[src/rtl/valu_fadd_arbiter.sv]
// Shares one combinational float adder among N_REQ lanes, granting them round-robin and running one operation at a time.
// Operands are held ADD_LAT cycles; the result appears ADD_LAT+1 cycles after the grant cycle. Optional sticky flags: VALU_FADD_ARB_STICKY_EN.
module valu_fadd_arbiter #(
    parameter int N_REQ   = 4,
    parameter int ID_W    = 2,
    parameter int ADD_LAT = 2
) (
    input  logic                 clk,
    input  logic                 rst,
    input  logic [N_REQ-1:0]     req_valid,
    output logic [N_REQ-1:0]     req_ready,
    input  logic [32*N_REQ-1:0]  req_a,
    input  logic [32*N_REQ-1:0]  req_b,
    output logic [31:0]          fadd_a,
    output logic [31:0]          fadd_b,
    input  logic [31:0]          fadd_out,
    input  logic                 fadd_nan,
    input  logic                 fadd_ovf,
    output logic                 resp_valid,
    input  logic                 resp_ready,
    output logic [31:0]          resp_data,
    output logic                 resp_nan,
    output logic                 resp_ovf,
    output logic [ID_W-1:0]      resp_id,
    output logic                 busy
`ifdef VALU_FADD_ARB_STICKY_EN
    ,
    input  logic                 clr_sticky,
    output logic                 sticky_nan,
    output logic                 sticky_ovf
`endif
);

    localparam logic [1:0] IDLE = 2'd0;
    localparam logic [1:0] EXEC = 2'd1;
    localparam logic [1:0] RESP = 2'd2;

    logic [1:0]       state_q, state_d;
    logic [ID_W-1:0]  last_q, last_d;
    logic [3:0]       cnt_q, cnt_d;
    logic [31:0]      fadd_a_q, fadd_a_d;
    logic [31:0]      fadd_b_q, fadd_b_d;
    logic             resp_valid_q, resp_valid_d;
    logic [31:0]      resp_data_q, resp_data_d;
    logic             resp_nan_q, resp_nan_d;
    logic             resp_ovf_q, resp_ovf_d;
    logic [ID_W-1:0]  resp_id_q, resp_id_d;

    logic [N_REQ-1:0] gnt_oh;
    logic [ID_W-1:0]  gnt_idx;
    logic             gnt_any;
    logic [31:0]      sel_a, sel_b;
    logic             capture;

    // Round-robin search: candidate k is (last+1+k) mod N_REQ, first valid wins.
    always_comb begin
        int pos;
        gnt_oh  = '0;
        gnt_idx = '0;
        gnt_any = 1'b0;
        sel_a   = '0;
        sel_b   = '0;
        pos     = 0;
        for (int k = 0; k < N_REQ; k++) begin
            pos = int'(last_q) + 1 + k;
            if (pos >= N_REQ) pos = pos - N_REQ;
            for (int i = 0; i < N_REQ; i++) begin
                if (!gnt_any && req_valid[i] && (pos == i)) begin
                    gnt_any   = 1'b1;
                    gnt_oh[i] = 1'b1;
                    gnt_idx   = ID_W'(i);
                    sel_a     = req_a[32*i +: 32];
                    sel_b     = req_b[32*i +: 32];
                end
            end
        end
    end

    assign req_ready = (state_q == IDLE && !rst) ? gnt_oh : '0;

    always_comb begin
        state_d      = state_q;
        last_d       = last_q;
        cnt_d        = cnt_q;
        fadd_a_d     = fadd_a_q;
        fadd_b_d     = fadd_b_q;
        resp_valid_d = resp_valid_q;
        resp_data_d  = resp_data_q;
        resp_nan_d   = resp_nan_q;
        resp_ovf_d   = resp_ovf_q;
        resp_id_d    = resp_id_q;
        capture      = 1'b0;
        case (state_q)
            IDLE: begin
                if (gnt_any) begin
                    fadd_a_d  = sel_a;
                    fadd_b_d  = sel_b;
                    resp_id_d = gnt_idx;
                    last_d    = gnt_idx;
                    cnt_d     = 4'(ADD_LAT - 1);
                    state_d   = EXEC;
                end
            end
            EXEC: begin
                if (cnt_q == 4'd0) begin
                    capture      = 1'b1;
                    resp_data_d  = fadd_out;
                    resp_nan_d   = fadd_nan;
                    resp_ovf_d   = fadd_ovf;
                    resp_valid_d = 1'b1;
                    state_d      = RESP;
                end else begin
                    cnt_d = cnt_q - 4'd1;
                end
            end
            RESP: begin
                if (resp_ready) begin
                    resp_valid_d = 1'b0;
                    state_d      = IDLE;
                end
            end
            default: state_d = IDLE;
        endcase
    end

    always_ff @(posedge clk) begin
        if (rst) begin
            state_q      <= IDLE;
            last_q       <= ID_W'(N_REQ - 1);
            cnt_q        <= '0;
            fadd_a_q     <= '0;
            fadd_b_q     <= '0;
            resp_valid_q <= 1'b0;
            resp_data_q  <= '0;
            resp_nan_q   <= 1'b0;
            resp_ovf_q   <= 1'b0;
            resp_id_q    <= '0;
        end else begin
            state_q      <= state_d;
            last_q       <= last_d;
            cnt_q        <= cnt_d;
            fadd_a_q     <= fadd_a_d;
            fadd_b_q     <= fadd_b_d;
            resp_valid_q <= resp_valid_d;
            resp_data_q  <= resp_data_d;
            resp_nan_q   <= resp_nan_d;
            resp_ovf_q   <= resp_ovf_d;
            resp_id_q    <= resp_id_d;
        end
    end

`ifdef VALU_FADD_ARB_STICKY_EN
    logic sticky_nan_q, sticky_nan_d;
    logic sticky_ovf_q, sticky_ovf_d;

    // A clear on the capture edge takes precedence over new flags.
    always_comb begin
        sticky_nan_d = sticky_nan_q;
        sticky_ovf_d = sticky_ovf_q;
        if (clr_sticky) begin
            sticky_nan_d = 1'b0;
            sticky_ovf_d = 1'b0;
        end else if (capture) begin
            sticky_nan_d = sticky_nan_q | fadd_nan;
            sticky_ovf_d = sticky_ovf_q | fadd_ovf;
        end
    end

    always_ff @(posedge clk) begin
        if (rst) begin
            sticky_nan_q <= 1'b0;
            sticky_ovf_q <= 1'b0;
        end else begin
            sticky_nan_q <= sticky_nan_d;
            sticky_ovf_q <= sticky_ovf_d;
        end
    end

    assign sticky_nan = sticky_nan_q;
    assign sticky_ovf = sticky_ovf_q;
`else
    logic unused_capture;
    assign unused_capture = capture;
`endif

    assign fadd_a     = fadd_a_q;
    assign fadd_b     = fadd_b_q;
    assign resp_valid = resp_valid_q;
    assign resp_data  = resp_data_q;
    assign resp_nan   = resp_nan_q;
    assign resp_ovf   = resp_ovf_q;
    assign resp_id    = resp_id_q;
    assign busy       = (state_q != IDLE);

endmodule
[config.mk]
export PLATFORM = sky130hd
export DESIGN_NAME = valu_fadd_arbiter
export DESIGN_NICKNAME = d
export VERILOG_FILES = /design/src/rtl/valu_fadd_arbiter.sv
export SDC_FILE = /design/constraint.sdc
export NUM_CORES = 1
export LEC_CHECK = 0
export ABC_AREA = 1
export CORE_UTILIZATION = 29
export CTS_BUF_LIST = sky130_fd_sc_hd__clkbuf_2 sky130_fd_sc_hd__clkbuf_4 sky130_fd_sc_hd__clkbuf_8
export DETAILED_ROUTE_END_ITERATION = 10
export PLACE_DENSITY = 0.54
export SETUP_SLACK_MARGIN = 0.05
export SYNTH_ARGS = -nofsm -noshare
export SYNTH_HDL_FRONTEND = slang
export SYNTH_SLANG_ARGS = --single-unit
[constraint.sdc]
create_clock -name clk -period 3.4 [get_ports clk]
set_input_delay 0.68 -clock clk [delete_from_list [all_inputs] [get_ports clk]]
set_output_delay 0.68 -clock clk [all_outputs]
set_load 0.005 [all_outputs]
==> results.toml, run 1 <==
[final_layout]
seqCellArea_um2 = 2180
fin_nets = 3243
final_common_cell = "nand2_1"
stdcell_count = 3499
layout_common_cells = "nand2_1, nor2_1, clkdlybuf4s50_1"
nFillCells = 4493
syn2layout_area_growth_pct = 42.3
multiInputGateArea_um2 = 8910
fin_area_um2 = 17800
drive_above_1_share_pct = 5.19

[cts]
cts_tree = "yes"
clkSinkCount = 109
cts_buffers = 9
path_clk_slew_ps = 140
clockRootBuffer = "clkbuf_8"
ctsLongestPathBuffers = 2
clock_latency_ps = 490
post_cts_buffers = 0
h-tree-depth = 3
cts.hold.buffers_added = 0

[setup_path]
critPathLaunch = "req_valid[3]"
worstPathArrival_ps = 2550
crit_type = "input pin to output port"
cp-end-kind = "output port"
path_max_fanout = 3
start_kind = "input pin"
worstPathRequired_ps = 2720
reg2reg_from = "last_q[1]$_SDFFE_PP1P_"

[drt]
dr.first_iter.drc_count = 1589
ant_nets = 0
viasPerCell = 5.11
wl_per_cell_um = 18.4
via_count = 17900
remaining_drc_errors = 0
routed_wirelength_mm = 64.4
dr.pass1.iters = 7

[die]
dieHeight_um = 210
die_x_um = 210
initial_core_util_pct = 29.6
core-area_um2 = 42200
floorplan.rows = 75
io_pins = 403
dieArea_um2 = 44000

[timing]
worstMarginPinSlew_ps = 1080
relSlewSlack_pct = 28.0
fmaxAchievable_mhz = 309
min_period_ps = 3230
drv_slew = 0
rsz0062_at_grt = "false"
hold_slack_ps = 461
finalSetupViolCount = 0
period_share_pct = 95.1
fin_skew_ps = 11.9
tns_ps = 0
hold_viol_final = 0

[yosys]
yosysSeqAreaShare_pct = 17.4
ys_warn_count = 0
syn_area_per_cell_um2 = 4.82
synth.distinct_cells = 34
synthArstFlopShare_pct = 0
syn_inst = 2597
syn_nets = 2895
yosys.area.top_type_share_pct = 23.9
yosys.area.top_type = "nand2_1"
synth-main-ff-cell = "dfxtp_1"
yosys_register_bits = 109
synth_edf_count = 0
yosys-top-cells-area = "nand2_1, nor2_1, dfxtp_1, nand3_1, inv_1"
synth_area_um2 = 12500

[flow_run]
cap_violations = 0

[min_path]
min-delay-start = "fadd_b[25]$_SDFFE_PP0P_"
hp-class = "flop to flop"

[placement]
numPlacedInstances = 3473
io_buffers = 402
dp_hpwl_mm = 41.8
routabilityCongestion = 0.930
placed_area_um2 = 17600

[power]
leakage_nw = 8.82
peakVddDrop_mv = 0.560
p_per_area_nw_per_um2 = 609
finalPower_mw = 10.8

[global_routing]
track_usage_pct = 28.6
antenna_found_initial = 18
grt_pass1_wl_mm = 97.9
grt_pass1_vias = 17200
grt_overflow = 0
grt_max_degree = 67

[status]
outcome = "complete, no violations"
-- power breakdown --
group	total, mW	internal [mW]	leakage (nW)	switching (mW)
sequential	1.97	1.73	0.897	0.247
combinational	7.91	3.17	7.82	4.73
clock	0.968	0.295	0.0978	0.673
-- layout make-up --
cell class / count / area share, %
Multi-Input combinational cell: 2104 / 50.0
Timing Repair Buffer: 496 / 27.9
Sequential cell: 109 / 12.3
Inverter: 225 / 4.74
Tap cell: 539 / 3.79
Clock buffer: 9 / 0.695
Clock inverter: 7 / 0.485
Antenna cell: 10 / 0.140
-- routing by layer --
layer | vias to the layer above | GRT usage [%] | part of all wire, %
met5 | - | 0 | 0.12
met4 | 10 | 12.6 | 3.0
met3 | 141 | 5.90 | 8.7
met2 | 884 | 46.8 | 45
met1 | 8078 | 36.2 | 43
li1 | 8772 | - | -
-- Yosys cell counts, types with 2 or more instances --
cell / n
a21oi_1: 151
a41oi_1: 3
buf_1: 17
buf_2: 55
buf_4: 2
buf_6: 6
clkbuf_1: 79
dfxtp_1: 109
inv_1: 220
inv_2: 4
nand2_1: 796
nand3_1: 388
nand3_2: 2
nand4_1: 8
nand4_2: 2
nor2_1: 692
nor2_2: 4
nor2_4: 2
nor3_1: 5
o211ai_1: 2
o21ai_0: 36
or2_2: 2
-- repair_timing --
action                                  in CTS  in global routing
pin swaps                                    0                  2
resized for setup                           15                 14
endpoints found under the setup margin       4                  4
-- sequential cells by signal (all words and copies together), names as in the netlist --
register / count
resp_data: 32
resp_id: 2
resp_valid: 1
cnt_q: 4
state_q: 2
fadd_a: 32
resp_nan: 1
fadd_b: 32
resp_ovf: 1
last_q: 2
-- final timing paths --
path / end / slack, ps / depth (start not counted)
worst max-delay path: req_ready[2] / 170 / 13
worst min-delay path: fadd_b[25]$_SDFFE_PP0P_ / 460 / 2
worst max register to register: fadd_a[9]$_SDFFE_PP0P_ / 450 / 16
worst min register to register: fadd_b[25]$_SDFFE_PP0P_ / 460 / 2
-- critical path: stages --
cell,delay (ps)
clkdlybuf4s50_1,450
inv_1,110
nor2_2,80
nor2_4,120
nand4_1,100
nor2_2,180
nand4_4,150
nor2_4,110
nand3_1,110
nor2_4,100
inv_1,60
a41oi_2,150
buf_4,160
-- cells by family after synthesis --
group / count (synthesis) / synth area share [%]
and+or+nand+nor: 1905 / 61.8
xor gates and xnor gates: 1 / 0.0700
DFF: 109 / 17.4
buffers and inverters: 384 / 12.5
adders and majority gates: 1 / 0.0999
AOI/OAI and AO/OA: 197 / 8.10
-- metrics by stage --
step / setup WS, ps / utilization [%]
finish: 167 / 42.2
global route: 71.8 / 42.2
CTS: 49.5 / 42.1
detailed placement: -323 / 41.6
global placement: -257 / 41.6
floorplan: 483 / -
Power figures use the tool's default switching activity.
==> run 2, diff against run 1 <==
--- a/config.mk
+++ b/config.mk
@@ -6,10 +6,11 @@
 export NUM_CORES = 1
 export LEC_CHECK = 0
 export ABC_AREA = 1
+export CORE_ASPECT_RATIO = 1.5
 export CORE_UTILIZATION = 29
 export CTS_BUF_LIST = sky130_fd_sc_hd__clkbuf_2 sky130_fd_sc_hd__clkbuf_4 sky130_fd_sc_hd__clkbuf_8
 export DETAILED_ROUTE_END_ITERATION = 10
-export PLACE_DENSITY = 0.54
+export PLACE_DENSITY = 0.56
 export SETUP_SLACK_MARGIN = 0.05
 export SYNTH_ARGS = -nofsm -noshare
 export SYNTH_HDL_FRONTEND = slang
==> constraint.sdc (replaced) <==
create_clock -name clk -period 2.9 [get_ports clk]
set_input_delay 0.58 -clock clk [delete_from_list [all_inputs] [get_ports clk]]
set_output_delay 0.58 -clock clk [all_outputs]
set_load 0.005 [all_outputs]
==> run 2 against run 1 <==
Die area about the same. Clock-buffer cell count grew 3. Worst setup slack got worse by 160 ps. Highest routed layer unchanged. Sequential power rose by 20%. Clock power increased by 19%. Via count rose by 3.7%. Power grew 24%. Largest power group unchanged.
==> results.toml, run 2 (synthesis gave the netlist of run 1 again) <==
[global_routing]
track_usage_pct = 29.9
grt_max_degree = 67
grt_overflow = 0
grt_pass1_vias = 18300
antenna_found_initial = 9
grt_pass1_wl_mm = 101

[final_layout]
multiInputGateArea_um2 = 9010
nFillCells = 4546
layout_common_cells = "nand2_1, nor2_1, clkdlybuf4s50_1"
stdcell_count = 3563
fin_nets = 3285
seqCellArea_um2 = 2190
syn2layout_area_growth_pct = 47.6
fin_util_pct = 43.7
drive_above_1_share_pct = 7.12
final_common_cell = "nand2_1"

[die]
dieArea_um2 = 44000
floorplan.rows = 92
dieHeight_um = 256
initial_core_util_pct = 29.6
die_x_um = 172
io_pins = 403
core-area_um2 = 42200

[drt]
ant_nets = 0
wl_per_cell_um = 19.2
viasPerCell = 5.21
remaining_drc_errors = 0
dr.pass1.iters = 8
routed_wirelength_mm = 68.4
dr.first_iter.drc_count = 1546
via_count = 18600

[timing]
hold_slack_ps = 462
fmaxAchievable_mhz = 345
worstMarginPinSlew_ps = 1050
hold_viol_final = 0
drv_slew = 0
min_period_ps = 2900
rsz0062_at_grt = "true"
relSlewSlack_pct = 30.3
fin_skew_ps = 25.3
period_share_pct = 99.9
finalSetupViolCount = 0
tns_ps = 0

[setup_path]
cp-end-kind = "output port"
start_kind = "input pin"
reg2reg_from = "last_q[1]$_SDFFE_PP1P_"
r2r_cells = 15
path_max_fanout = 5
path_depth = 12
worstPathArrival_ps = 2320
r2r_slack_ps = 150
crit_top_cell = "buf_4"
crit_type = "input pin to output port"
max_stage_delay_ps = 300
r2r_end = "fadd_a[11]$_SDFFE_PP0P_"
critPathLaunch = "req_valid[3]"
cpLargestDelayFamily = "buffers and inverters"
path_buf_inv = 7
worstPathRequired_ps = 2320
cp_slowest_cell = "dlygate4sd2_1"
crit_path_end = "req_ready[2]"
path_cells = "dlygate4sd2_1, inv_2, buf_4, nor2_1, buf_4, inv_1, nand4_1, buf_4, nor2_4, nand3_4, a41oi_2, buf_2"

[min_path]
hp-class = "flop to flop"

[power]
p_per_area_nw_per_um2 = 729
p_switching_mw = 6.91
leakage_nw = 9.12
clockPowerShare_pct = 8.5
peakVddDrop_mv = 0.461
p_sw_share_pct = 51.3
p_seq_share_pct = 17.6
p_comb_share_pct = 73.9
power.internal_mw = 6.55

[cts]
cts_buffers = 9
path_clk_slew_ps = 110
cts_tree = "yes"
clockRootBuffer = "clkbuf_8"
h-tree-depth = 3
clkSinkCount = 109
clock_latency_ps = 460
ctsLongestPathBuffers = 2

[flow_run]
cap_violations = 0

[placement]
dp_hpwl_mm = 44.0
numPlacedInstances = 3516
io_buffers = 402
routabilityCongestion = 0.912

[status]
outcome = "complete, no violations"
[run 2: how the worst min path moves through the flow]
stage,cells past startpoint,start,slack (ps),endpoint
after floorplan,2,cnt_q[0]$_SDFFE_PP0P_,430,cnt_q[0]$_SDFFE_PP0P_
after global placement,2,fadd_b[31]$_SDFFE_PP0P_,440,fadd_b[31]$_SDFFE_PP0P_
after detailed placement,2,fadd_a[21]$_SDFFE_PP0P_,440,fadd_a[21]$_SDFFE_PP0P_
after CTS,2,fadd_b[27]$_SDFFE_PP0P_,470,fadd_b[27]$_SDFFE_PP0P_
after global routing,2,fadd_a[28]$_SDFFE_PP0P_,480,fadd_a[28]$_SDFFE_PP0P_
final,2,fadd_a[9]$_SDFFE_PP0P_,460,fadd_a[9]$_SDFFE_PP0P_
[run 2: layout make-up]
type / instances / share of cell area (%)
multi-input cells: 2104 / 48.8
well taps: 564 / 3.82
clock buffers: 12 / 0.860
flip-flops and latches: 109 / 11.8
clock inverters: 4 / 0.284
repair buffers: 538 / 29.7
inverters: 225 / 4.60
diodes: 7 / 0.0948
[run 2: tightest hold or removal path, delay by kind of cell, from the launching register on]
| family | cells | cell delay (ps) |
|---|---|---|
| DFF | 1 | 330 |
| and+or+nand+nor | 2 | 100 |
[run 2: metal layers]
layer | vias up | GRT usage, % | part of all wire [%]
met5 | - | 0 | 0.019
met4 | 2 | 17.1 | 5.0
met3 | 226 | 4.99 | 9.0
met2 | 1045 | 51.7 | 48
met1 | 8412 | 34.2 | 38
li1 | 8865 | - | -
[run 2: timing repair]
| item | 4_1_cts | 5_1_grt |
|---|---|---|
| pin swaps | 11 | 17 |
| gates resized for setup | 46 | 33 |
| setup endpoints to repair | 72 | 72 |
| setup buffers | 14 | 7 |
| gates cloned | 0 | 7 |
| hold buffers | 0 | 0 |
[run 2: power by group through the flow]
| stage | Combinational, mW | Sequential [mW] | Clock (mW) |
|---|---|---|---|
| finish | 9.95 | 2.36 | 1.15 |
| global route | 11.0 | 2.43 | 1.22 |
| CTS | 9.52 | 2.36 | 1.18 |
| detailed placement | 9.37 | 2.36 | 0 |
| global placement | 9.23 | 2.36 | 0 |
| floorplan | 5.44 | 2.34 | 0 |
[run 2: stage by stage]
| step | power (mW) | area, um2 | setup slack (ps) |
|---|---|---|---|
| after floorplan | 7.78 | 12500 | 183 |
| after global placement | 11.6 | 17700 | -713 |
| after detailed placement | 11.7 | 17700 | -726 |
| after CTS | 13.1 | 18100 | -73.6 |
| after global routing | 14.7 | 18500 | -141 |
| final | 13.5 | 18500 | 3.36 |
==> run 3, diff against run 2 <==
--- a/config.mk
+++ b/config.mk
@@ -6,6 +6,7 @@
 export NUM_CORES = 1
 export LEC_CHECK = 0
 export ABC_AREA = 1
+export CAP_MARGIN = 20
 export CORE_ASPECT_RATIO = 1.5
 export CORE_UTILIZATION = 29
 export CTS_BUF_LIST = sky130_fd_sc_hd__clkbuf_2 sky130_fd_sc_hd__clkbuf_4 sky130_fd_sc_hd__clkbuf_8
==> results of run 3 <==
Final layout, timing and power as in run 2 (identical DEF).
